<file path="config.mk">
export PLATFORM = sky130hd
export DESIGN_NAME = score_keeper
export DESIGN_NICKNAME = d
export VERILOG_FILES = /design/src/rtl/score_keeper.sv
export SDC_FILE = /design/constraint.sdc
export NUM_CORES = 1
export LEC_CHECK = 0
export BUFFER_PORTS_ARGS = -buffer_cell sky130_fd_sc_hd__buf_4
export CAP_MARGIN = 15
export CORE_AREA = 2 2 58 60
export DETAILED_ROUTE_END_ITERATION = 10
export DIE_AREA = 0 0 60 62
export GPL_TIMING_DRIVEN = 0
export PLACE_DENSITY = 0.78
export SLEW_MARGIN = 15
export SYNTH_ARGS = -nofsm -noshare
export SYNTH_HDL_FRONTEND = slang
export SYNTH_SLANG_ARGS = --single-unit
</file>
<file path="constraint.sdc">
create_clock -name clk -period 1.8 [get_ports clk]
set_input_delay 0.18 -clock clk [delete_from_list [all_inputs] [get_ports clk]]
set_output_delay 0.18 -clock clk [all_outputs]
set_load 0.01 [all_outputs]
</file>
<file path="src/rtl/score_keeper.sv">
// ============================================================================
// Module   : score_keeper
// Brief    : Debounces the player button, judges presses against the blink
//            window (sclk) and keeps the 4-bit score that drives the divider.
// Revision : 1.0
// ============================================================================
`default_nettype none

module score_keeper #(
    parameter int DEBOUNCE_CYCLES = 1000000,
    parameter int MAX_SCORE       = 10
) (
    input  logic       clk,
    input  logic       reset,
    input  logic       btn,
    input  logic       sclk,
    output logic [3:0] score,
    output logic       led,
    output logic       hit,
    output logic       miss,
    output logic       win
);

    localparam int              CNT_W     = (DEBOUNCE_CYCLES > 2) ? $clog2(DEBOUNCE_CYCLES) : 1;
    localparam logic [CNT_W-1:0] CNT_LAST  = CNT_W'(DEBOUNCE_CYCLES - 1);
    localparam logic [3:0]      SCORE_MAX = 4'(MAX_SCORE);
    localparam logic [3:0]      SCORE_PRE = 4'(MAX_SCORE - 1);

    typedef enum logic [0:0] {
        S_PLAY = 1'b0,
        S_WIN  = 1'b1
    } state_t;

    logic             r_sync0;
    logic             r_sync1;
    logic             r_db;
    logic [CNT_W-1:0] r_db_cnt;
    logic             r_press;
    logic             r_sclk_prev;
    logic             r_armed;
    logic [3:0]       r_score;
    logic             r_led;
    logic             r_hit;
    logic             r_miss;
    state_t           r_state;

    state_t           w_state_nxt;
    logic [3:0]       w_score_nxt;
    logic             w_armed_nxt;
    logic             w_hit_nxt;
    logic             w_miss_nxt;
    logic             w_sclk_rise;

    // Button path: 2-flop synchronizer, then a stable-run debouncer whose
    // accepted 0->1 transition is flagged for exactly one cycle.
    always_ff @(posedge clk) begin
        if (reset) begin
            r_sync0  <= 1'b0;
            r_sync1  <= 1'b0;
            r_db     <= 1'b0;
            r_db_cnt <= '0;
            r_press  <= 1'b0;
        end else begin
            r_sync0 <= btn;
            r_sync1 <= r_sync0;
            r_press <= 1'b0;
            if (r_sync1 == r_db) begin
                r_db_cnt <= '0;
            end else if (r_db_cnt == CNT_LAST) begin
                r_db     <= r_sync1;
                r_db_cnt <= '0;
                r_press  <= r_sync1;
            end else begin
                r_db_cnt <= r_db_cnt + 1'b1;
            end
        end
    end

    assign w_sclk_rise = sclk & ~r_sclk_prev;

    always_comb begin
        w_state_nxt = r_state;
        w_score_nxt = r_score;
        w_armed_nxt = r_armed | w_sclk_rise;
        w_hit_nxt   = 1'b0;
        w_miss_nxt  = 1'b0;
        case (r_state)
            S_PLAY: begin
                if (r_press) begin
                    // A rising edge in the press cycle re-arms before judging.
                    if (sclk && (r_armed || w_sclk_rise)) begin
                        w_hit_nxt   = 1'b1;
                        w_score_nxt = r_score + 4'd1;
                        w_armed_nxt = 1'b0;
                        if (r_score == SCORE_PRE) begin
                            w_state_nxt = S_WIN;
                        end
                    end else begin
                        w_miss_nxt = 1'b1;
                        if (r_score != 4'd0) begin
                            w_score_nxt = r_score - 4'd1;
                        end
                    end
                end
            end
            S_WIN: begin
                w_score_nxt = SCORE_MAX;
                if (r_press) begin
                    w_state_nxt = S_PLAY;
                    w_score_nxt = 4'd0;
                    w_armed_nxt = 1'b1;
                end
            end
            default: begin
                w_state_nxt = S_PLAY;
            end
        endcase
    end

    always_ff @(posedge clk) begin
        if (reset) begin
            r_state     <= S_PLAY;
            r_score     <= 4'd0;
            r_armed     <= 1'b1;
            r_sclk_prev <= 1'b0;
            r_led       <= 1'b0;
            r_hit       <= 1'b0;
            r_miss      <= 1'b0;
        end else begin
            r_state     <= w_state_nxt;
            r_score     <= w_score_nxt;
            r_armed     <= w_armed_nxt;
            r_sclk_prev <= sclk;
            r_led       <= (w_state_nxt == S_WIN) | sclk;
            r_hit       <= w_hit_nxt;
            r_miss      <= w_miss_nxt;
        end
    end

    assign score = r_score;
    assign led   = r_led;
    assign hit   = r_hit;
    assign miss  = r_miss;
    assign win   = (r_state == S_WIN);

endmodule

`default_nettype wire

</file>
==> results of run 1 <==
==> final timing paths <==
kind	end	slack, ns	cells after the start	startpoint
min reg2reg	r_sync1	0.47	1	r_sync0
max reg2reg	score[3]	0.06	10	r_armed
max	score[3]	0.06	10	r_armed
min	r_sync0	0.05	2	reset
==> cell families (layout without fill, tap and decap cells) <==
kind of cell,after synthesis,count (layout),share of synthesized area
flops,34,34,0.440
xor+xnor,23,23,0.130
simple gates,77,77,0.276
mux,1,1,0.00647
compound gates,18,18,0.0825
fa+ha+maj,3,3,0.0243
buf+inv,12,35,0.0405
==> power by group <==
part	switching [W]	internal, W
combinational	0.0000278	0.0000294
clock	0.000245	0.000189
sequential	0.00000322	0.000757
==> metal layers <==
layer	part of all wire	global-route usage	routed length (µm)
met3	0.036	0.0518	111
met2	0.50	0.295	1540
met5	0	0	0
met1	0.44	0.217	1370
met4	0.020	0.0921	61
==> worst max-delay path, cell delays in order (launching register included) <==
cell and delay, ns:
dfxtp_2 0.35, nand2b_4 0.13, and2_4 0.14, buf_6 0.11, inv_2 0.07, ha_4 0.16, inv_2 0.06, a221oi_1 0.07
a311oi_1 0.26, o21ai_2 0.09, a211oi_2 0.22
==> synth_stat cells (2+ instances only) <==
| cell | instances | area [µm²] |
|---|---|---|
| a21oi_1 | 5 | 25.0 |
| and2_1 | 2 | 12.5 |
| and3_1 | 2 | 12.5 |
| buf_2 | 2 | 10.0 |
| buf_6 | 2 | 22.5 |
| clkbuf_1 | 2 | 7.51 |
| dfxtp_1 | 34 | 681 |
| ha_1 | 3 | 37.5 |
| inv_1 | 6 | 22.5 |
| nand2_1 | 7 | 26.3 |
| nand2b_1 | 4 | 25.0 |
| nand3_1 | 12 | 60.1 |
| nand3b_1 | 3 | 22.5 |
| nand4_1 | 4 | 25.0 |
| nor2_1 | 26 | 97.6 |
| nor2b_1 | 2 | 12.5 |
| nor3_1 | 5 | 25.0 |
| o21ai_0 | 2 | 10.0 |
| o21bai_1 | 2 | 15.0 |
| xnor2_1 | 9 | 78.8 |
| xor2_1 | 14 | 123 |
==> sequential cells by signal (all words and copies together) (netlist names) <==
| signal | count |
|---|---|
| miss | 1 |
| r_db_cnt | 20 |
| led | 1 |
| score | 4 |
| hit | 1 |
| r_armed | 1 |
| r_db | 1 |
| r_sync0 | 1 |
| r_press | 1 |
| r_sclk_prev | 1 |
| win | 1 |
| r_sync1 | 1 |
==> what timing repair did <==
item / CTS / global route
buffers inserted: 0 / 4
pin swaps: 1 / 3
setup endpoints to repair: 1 / 21
hold buffers: 0 / 0
endpoints found under the hold margin: 0 / 0
gates resized for setup: 5 / 12
==> layout make-up <==
cell class,instances,area (µm²),share of cell area
multi-input combinational,122,855,0.462
timing repair buffer,15,125,0.0677
sequential,34,682,0.369
inverter,6,22.5,0.0122
clock inverter,1,5.00,0.00271
clock buffer,7,55.1,0.0298
buffer,6,46.3,0.0251
tap,46,57.6,0.0311
==> metrics by stage <==
| step | std cells | power [W] | instance area (µm²) | hold slack [ns] |
|---|---|---|---|---|
| 2_1_floorplan | 168 | 0.000802 | 1550 | 0.252 |
| 3_3_place_gp | 225 | 0.000816 | 1690 | 0.395 |
| 5_1_grt | 237 | 0.00130 | 1850 | 0.0421 |
| 6_report | 237 | 0.00125 | 1850 | 0.0522 |
| 3_5_place_dp | 225 | 0.000818 | 1690 | 0.406 |
| 4_1_cts | 233 | 0.00125 | 1760 | 0.0370 |
==> results.txt, run 1 <==
----------------------------------------------------
[Status]
  Run status ... finished clean

[Setup path]
  Worst setup EP type ... flop
  Arrival time of data at the critical path endpoint ... 1.99 ns
  Kind of launch point of the worst setup path ... flop
  Worst-path fanout max ... 5
  Category of the most critical setup path ... reg -> reg
  Data required time at the worst endpoint ... 2.05 ns

[Job]
  Max Cap Violations ... 0

[Die]
  Core Footprint ... 3180 µm²
  Area of the die ... 3720 µm²
  FP Rows ... 21
  Die boundary height ... 62 µm
  Die span in x ... 60 µm
  Initial standard-cell utilization of the core ... 0.486
  Top-Level Pins ... 12

[STA]
  Setup slack after layout ... 0.0572 ns
  Number of hold-slack violations in the final timing report ... 0
  Actual slew at the worst max-slew pin ... 0.497 ns
  Crit share post-route ... 0.968
  Layout Skew ... 0.0122 ns
  Crit path time final ... 1.74 ns
  Setup violations, final ... 0
  Peak clock frequency supported by timing ... 0.574 GHz
  Unrepaired setup endpoints after global routing ... true
  Post-route setup TNS ... 0 ns
  Final count of pins violating max slew ... 0
  Worst-case headroom to the max-slew limit ... 0.669

[Synthesis]
  Mapped Cells ... 168
  Avg Cell Area, Syn ... 9.21 µm²
  Primary flip-flop cell chosen by synthesis mapping ... dfxtp_1
  Post-synthesis cell area ... 1550 µm²
  Register bit count reported by yosys ... 34
  Count of flip-flops with a built-in enable after synthesis ... 0
  Share of flip-flops with an asynchronous set or reset ... 0
  Count of different cell masters after synthesis ... 41
  Syn Nets ... 175
  Fraction of the yosys area taken by sequential cells ... 0.440
  Yosys warning total ... 0

[Power]
  Pleak ... 0.693 nW
  Total power per unit cell area ... 677 nW/µm²
  Worst IR drop on VDD ... 394 µV

[Clock tree]
  Total CTS buffers ... 5
  Worst skew pair latency ... 0.33 ns
  Sinks on the clock net ... 34
  Clock tree from TritonCTS ... done
  Root buffer cell ... clkbuf_4
  Number of levels the H-tree was split into ... 2
  Worst-case clock buffer depth ... 2
  Clock slew seen by the registers of the worst setup and hold paths ... 0.10 ns

[GRT]
  Vias in the first global route ... 1156
  Pin count of the biggest net entering global routing ... 11
  Initial antenna violation count ... 0
  Grt ovf ... 0
  Global routing usage summed across all routing layers ... 0.180
  First-pass GRT wire length ... 4.92 mm

[Cells and area]
  ANT cells ... 0
  Nets@finish ... 197
  Area grow syn2layout ... 19.5%
  Count of filler cells inserted in the layout ... 277
  Layout cell share with drive strength beyond 1 ... 0.236
  Most frequent cells in the layout ... dfxtp_1, nor2_1, xor2_1, buf_4, nand3_1
  Most frequent standard cell in the layout excluding fill and tap cells ... dfxtp_1
  Final core occ ... 0.581

[Drt]
  Average vias per placed instance ... 5.34
  Detailed router's first-iteration violation count ... 29
  Routed via count ... 1265
  Post-route DRC violation count ... 0
  Drt wl/cell ... 13.0 µm
  Post-DRT Antenna Nets ... 0
  Drt first pass iters ... 4
  Total wire length ... 3.08 mm

[Place]
  Number of I/O port buffers ... 11
  Last weighted congestion value of the routability-driven placer ... 0.780
  Half-perimeter wire length after detailed placement ... 2.04 mm
  Setup slack at placement ... -0.165 ns

[Worst hold path]
  Type of the most critical hold path ... in -> reg

----------------------------------------------------
(Power assumes the default switching activity.)
==> run 2: changes to the inputs <==
Settings changed: ABC_AREA from default to 1, CORE_AREA 2 2 58 60 to 2 2 60 62, DIE_AREA 0 0 60 62 to 0 0 62 64.
==> results.txt, run 2 <==
----------------------------------------------------
[Clock tree]
  Root buffer cell ... clkbuf_4
  Clock slew seen by the registers of the worst setup and hold paths ... 0.11 ns
  Total CTS buffers ... 5
  Worst-case clock buffer depth ... 2
  Number of levels the H-tree was split into ... 2
  Setup fix buffers added after clock tree synthesis ... 0
  Clock tree from TritonCTS ... done
  Worst skew pair latency ... 0.34 ns
  Sinks on the clock net ... 34

[Synthesis]
  Fraction of the yosys area taken by sequential cells ... 0.409
  Mapped Cells ... 234
  Primary flip-flop cell chosen by synthesis mapping ... dfxtp_1
  Count of different cell masters after synthesis ... 29
  Yosys top cell area share ... 0.409
  Post-synthesis cell area ... 1660 µm²
  Top-count cell post-synth ... nand2_1
  Yosys warning total ... 0
  Register bit count reported by yosys ... 34
  Syn Nets ... 241
  Synth area leaders ... dfxtp_1, nand2_1, inv_1
  Share of flip-flops with an asynchronous set or reset ... 0
  List of most frequent post-synthesis cells ... nand2_1, dfxtp_1, inv_1
  Top cell type by total area after synthesis ... dfxtp_1
  Avg Cell Area, Syn ... 7.11 µm²
  Count of flip-flops with a built-in enable after synthesis ... 0

[Setup path]
  End of the worst register-to-register path ... score[2]
  Reg-to-reg startpoint ... r_sclk_prev
  Category of the most critical setup path ... reg -> reg
  FF-to-FF path depth ... 11
  Worst setup EP type ... flop
  Data required time at the worst endpoint ... 2.04 ns
  Arrival time of data at the critical path endpoint ... 1.90 ns
  Flop2flop setup slack ... 0.14 ns
  Worst-path fanout max ... 5
  Kind of launch point of the worst setup path ... flop

[Die]
  Initial standard-cell utilization of the core ... 0.507
  Die boundary height ... 64 µm
  Core Footprint ... 3280 µm²
  FP Rows ... 21
  Top-Level Pins ... 12
  Area of the die ... 3970 µm²
  Die span in x ... 62 µm

[STA]
  Number of hold-slack violations in the final timing report ... 0
  Worst hold margin ... 0.0379 ns
  Worst-case headroom to the max-slew limit ... 0.814
  Setup violations, final ... 0
  Setup slack after layout ... 0.137 ns
  Actual slew at the worst max-slew pin ... 0.277 ns
  Peak clock frequency supported by timing ... 0.601 GHz
  Unrepaired setup endpoints after global routing ... false
  Crit share post-route ... 0.924
  Layout Skew ... 0.00555 ns
  Final count of pins violating max slew ... 0
  Crit path time final ... 1.66 ns
  Post-route setup TNS ... 0 ns

[GRT]
  First-pass GRT wire length ... 5.15 mm
  Vias in the first global route ... 1289
  Global routing usage summed across all routing layers ... 0.175
  Grt ovf ... 0
  Initial antenna violation count ... 0
  Pin count of the biggest net entering global routing ... 12

[Status]
  Run status ... finished clean

[Place]
  Setup slack at placement ... 0.103 ns
  Cell count after placement ... 290
  Last weighted congestion value of the routability-driven placer ... 0.888
  Half-perimeter wire length after detailed placement ... 2.35 mm
  Number of I/O port buffers ... 10
  Area after DPL ... 1800 µm²

[Cells and area]
  Number of flip-flops under the largest register name ... 20
  Layout cell share with drive strength beyond 1 ... 0.155
  Most frequent cells in the layout ... nand2_1, dfxtp_1, inv_1
  Most frequent standard cell in the layout excluding fill and tap cells ... nand2_1
  Post-route cell area ... 1870 µm²
  Register bank with the most flops ... r_db_cnt
  Nets@finish ... 258
  Area grow syn2layout ... 12.3%
  ANT cells ... 0
  Number of standard cells in the layout, taps in and fillers out ... 298

[Power]
  Switching share of power ... 0.231
  Net switching power ... 0.000288 W
  Worst IR drop on VDD ... 472 µV
  Pint ... 0.000960 W
  Proportion of power drawn by combinational gates ... 0.032
  Register share of total power ... 0.608
  Pleak ... 0.722 nW
  Portion of total power attributed to the clock network ... 0.359
  Total power per unit cell area ... 668 nW/µm²

[Worst hold path]
  Min-Delay Path Depth ... 3
  Worst Hold End ... r_sync0
  Type of the most critical hold path ... in -> reg
  Hold Startpoint ... btn

[Drt]
  Drt wl/cell ... 10.3 µm
  Average vias per placed instance ... 4.85
  Drt first pass iters ... 5
  Post-DRT Antenna Nets ... 0
  Total wire length ... 3.06 mm
  Routed via count ... 1446
  Post-route DRC violation count ... 0
  Detailed router's first-iteration violation count ... 83

[Job]
  Max Cap Violations ... 0

----------------------------------------------------
[run 2: worst max-delay path by stage]
stage | start | end | slack, ns | cells past startpoint
final | r_sclk_prev | score[2] | 0.14 | 11
after global placement | r_sclk_prev | score[2] | 0.14 | 11
after CTS | r_sclk_prev | score[2] | 0.09 | 11
after floorplan | r_sclk_prev | score[2] | 0.28 | 11
after detailed placement | r_sclk_prev | score[2] | 0.10 | 11
after global routing | r_sclk_prev | score[2] | 0.03 | 11
[run 2: timing repair]
item,in CTS,in global routing
setup endpoints to repair,0,1
hold buffers,0,0
gates resized for setup,0,1
[run 2: metal layers]
metal,vias to the layer above,global-route usage,wire length (µm)
li1,775,-,-
met1,647,0.201,1440
met2,20,0.293,1460
met3,4,0.0547,124
met4,0,0.0638,34
met5,-,0,0
[run 2: final cells by class]
| type | count | area, µm² |
|---|---|---|
| buffer | 3 | 20.0 |
| clock buffer | 6 | 51.3 |
| clock inverter | 2 | 12.5 |
| fill | 337 | 1420 |
| inverter | 36 | 135 |
| multi-input combinational | 161 | 836 |
| sequential | 34 | 681 |
| tap | 46 | 57.6 |
| timing repair buffer | 10 | 75.1 |
[run 2: cell families after synthesis]
| logic type | share of synthesized area |
|---|---|
| compound gates | 0.100 |
| xor+xnor | 0.0316 |
| simple gates | 0.344 |
| fa+ha+maj | 0.0226 |
| buf+inv | 0.0932 |
| flops | 0.409 |
[run 2: critical path, cell delays in order (launching register included)]
cell and delay, ns:
dfxtp_1 0.37, inv_1 0.08, o21ai_4 0.19, nand2_1 0.12
nand2_1 0.08, inv_1 0.04, ha_1 0.16, inv_1 0.05
nand2_1 0.06, or2_2 0.27, nand3_1 0.08, a21oi_1 0.06
[run 2: per-stage QoR]
step	power (W)	util
after detailed placement	0.000816	0.547
after global routing	0.00130	0.569
after floorplan	0.000803	-
after global placement	0.000815	0.547
final	0.00125	0.569
after CTS	0.00126	0.566
[run 2: power by group through the flow]
stage / Combinational (W) / Sequential, W / Clock, W
finish: 0.0000403 / 0.000759 / 0.000448
global route: 0.0000461 / 0.000760 / 0.000489
CTS: 0.0000389 / 0.000760 / 0.000463
detailed placement: 0.0000388 / 0.000777 / 0
global placement: 0.0000380 / 0.000777 / 0
floorplan: 0.0000257 / 0.000777 / 0
==> run 3: changes to the inputs <==
Settings changed: CORE_AREA 2 2 60 62 to 2 2 63 59, CTS_CLUSTER_SIZE from default to 16, DIE_AREA 0 0 62 64 to 0 0 65 61.
==> results.txt, run 3 (synthesis results as in run 2) <==
----------------------------------------------------
[Status]
  Run status ... finished clean

[Die]
  Initial standard-cell utilization of the core ... 0.508
  Die span in x ... 65 µm
  Area of the die ... 3970 µm²
  FP Rows ... 20
  Die boundary height ... 61 µm
  Top-Level Pins ... 12
  Core Footprint ... 3280 µm²

[Cells and area]
  Final core occ ... 0.578
  Number of standard cells in the layout, taps in and fillers out ... 296
  Count of filler cells inserted in the layout ... 327
  Nets@finish ... 258
  Layout cell share with drive strength beyond 1 ... 0.155
  Register bank with the most flops ... r_db_cnt
  Post-route cell area ... 1890 µm²
  ANT cells ... 0
  Number of flip-flops under the largest register name ... 20
  Area grow syn2layout ... 13.8%
  Most frequent standard cell in the layout excluding fill and tap cells ... nand2_1
  Most frequent cells in the layout ... nand2_1, inv_1, dfxtp_1

[GRT]
  Grt ovf ... 0
  Global routing usage summed across all routing layers ... 0.179
  Pin count of the biggest net entering global routing ... 11
  Vias in the first global route ... 1265
  Initial antenna violation count ... 0
  First-pass GRT wire length ... 5.40 mm

[STA]
  Final count of pins violating max slew ... 0
  Number of hold-slack violations in the final timing report ... 0
  Setup violations, final ... 0
  Worst hold margin ... 0.0928 ns
  Peak clock frequency supported by timing ... 0.608 GHz
  Unrepaired setup endpoints after global routing ... false
  Crit share post-route ... 0.914
  Layout Skew ... 0.00517 ns
  Crit path time final ... 1.65 ns
  Worst-case headroom to the max-slew limit ... 0.815
  Post-route setup TNS ... 0 ns
  Actual slew at the worst max-slew pin ... 0.276 ns

[Power]
  Pleak ... 0.736 nW
  Total power per unit cell area ... 722 nW/µm²
  Worst IR drop on VDD ... 454 µV

[Setup path]
  Arrival time of data at the critical path endpoint ... 1.82 ns
  Data required time at the worst endpoint ... 1.97 ns
  Category of the most critical setup path ... reg -> reg
  Cell with the largest stage delay on the worst path ... dfxtp_2
  Crit path max-delay family ... simple AND/OR/NAND/NOR gates
  Total buffers and inverters traversed by the critical path ... 3
  Worst-path fanout max ... 5
  Cells along the critical path ... inv_1, o21ai_4, nand2_1, nand2_1, inv_1, ha_1, inv_1, nand2_1, or2_2, nand3_1, a21oi_1
  Critical path's largest stage delay ... 0.34 ns
  Flop2flop setup slack ... 0.15 ns
  Kind of launch point of the worst setup path ... flop
  Worst setup EP type ... flop

[Place]
  Number of I/O port buffers ... 10
  Area after DPL ... 1790 µm²
  Half-perimeter wire length after detailed placement ... 2.24 mm
  Cell count after placement ... 288
  Last weighted congestion value of the routability-driven placer ... 0.791

[Clock tree]
  Worst skew pair latency ... 0.28 ns
  Number of levels the H-tree was split into ... 2
  Clock slew seen by the registers of the worst setup and hold paths ... 0.07 ns
  Worst-case clock buffer depth ... 2
  Total CTS buffers ... 5
  Clock tree from TritonCTS ... done
  Sinks on the clock net ... 34
  Root buffer cell ... clkbuf_8

[Drt]
  Average vias per placed instance ... 4.86
  Post-route DRC violation count ... 0
  Detailed router's first-iteration violation count ... 66
  Drt first pass iters ... 4
  Drt wl/cell ... 10.0 µm
  Post-DRT Antenna Nets ... 0
  Total wire length ... 2.97 mm
  Routed via count ... 1440

[Job]
  Max Cap Violations ... 0

[Worst hold path]
  Type of the most critical hold path ... in -> reg

----------------------------------------------------
run 3: layout make-up:
class                   count  area [µm²]  area share
clock buffers               7        86.3      0.0456
multi-input cells         161         836       0.441
clock inverters             1        5.00     0.00264
inverters                  36         135      0.0713
repair buffers             10        75.1      0.0396
well taps                  44        55.1      0.0291
plain buffers               3        20.0      0.0106
flip-flops and latches     34         682       0.360
run 3: where the power goes:
group          switching, W  internal (W)
Clock              0.000260      0.000308
Combinational     0.0000246     0.0000151
Sequential       0.00000233      0.000758
Total              0.000287       0.00108
run 3: through the flow:
step / power [W] / setup WS (ns)
after detailed placement: 0.000816 / 0.0997
after global routing: 0.00143 / 0.00795
after floorplan: 0.000803 / 0.278
after CTS: 0.00139 / 0.0909
after global placement: 0.000815 / 0.143
final: 0.00137 / 0.155
run 3: worst paths after layout:
check,startpoint,end,depth (start not counted)
worst max-delay path,r_sclk_prev,score[2],11
worst min register to register,r_sync0,r_sync1,2
worst min-delay path,btn,r_sync0,3
worst max register to register,r_sclk_prev,score[2],11
run 3: what timing repair did:
item / in CTS / in global routing
buffers inserted: 0 / 0
resized for setup: 0 / 2
setup endpoints to repair: 0 / 1
hold buffers: 0 / 0
hold endpoints to repair: 0 / 0
run 3: per-layer routing:
layer / vias to the layer above / part of all wire / global-route usage
met4: 0 / 0.0091 / 0.0821
met3: 2 / 0.042 / 0.0445
met5: - / 0 / 0
li1: 778 / - / -
met1: 634 / 0.49 / 0.236
met2: 26 / 0.46 / 0.280
run 3: tightest hold or removal path, cell delays in order:
cell,delay (ns)
buf_4,0.07
inv_1,0.03
nor2_1,0.06
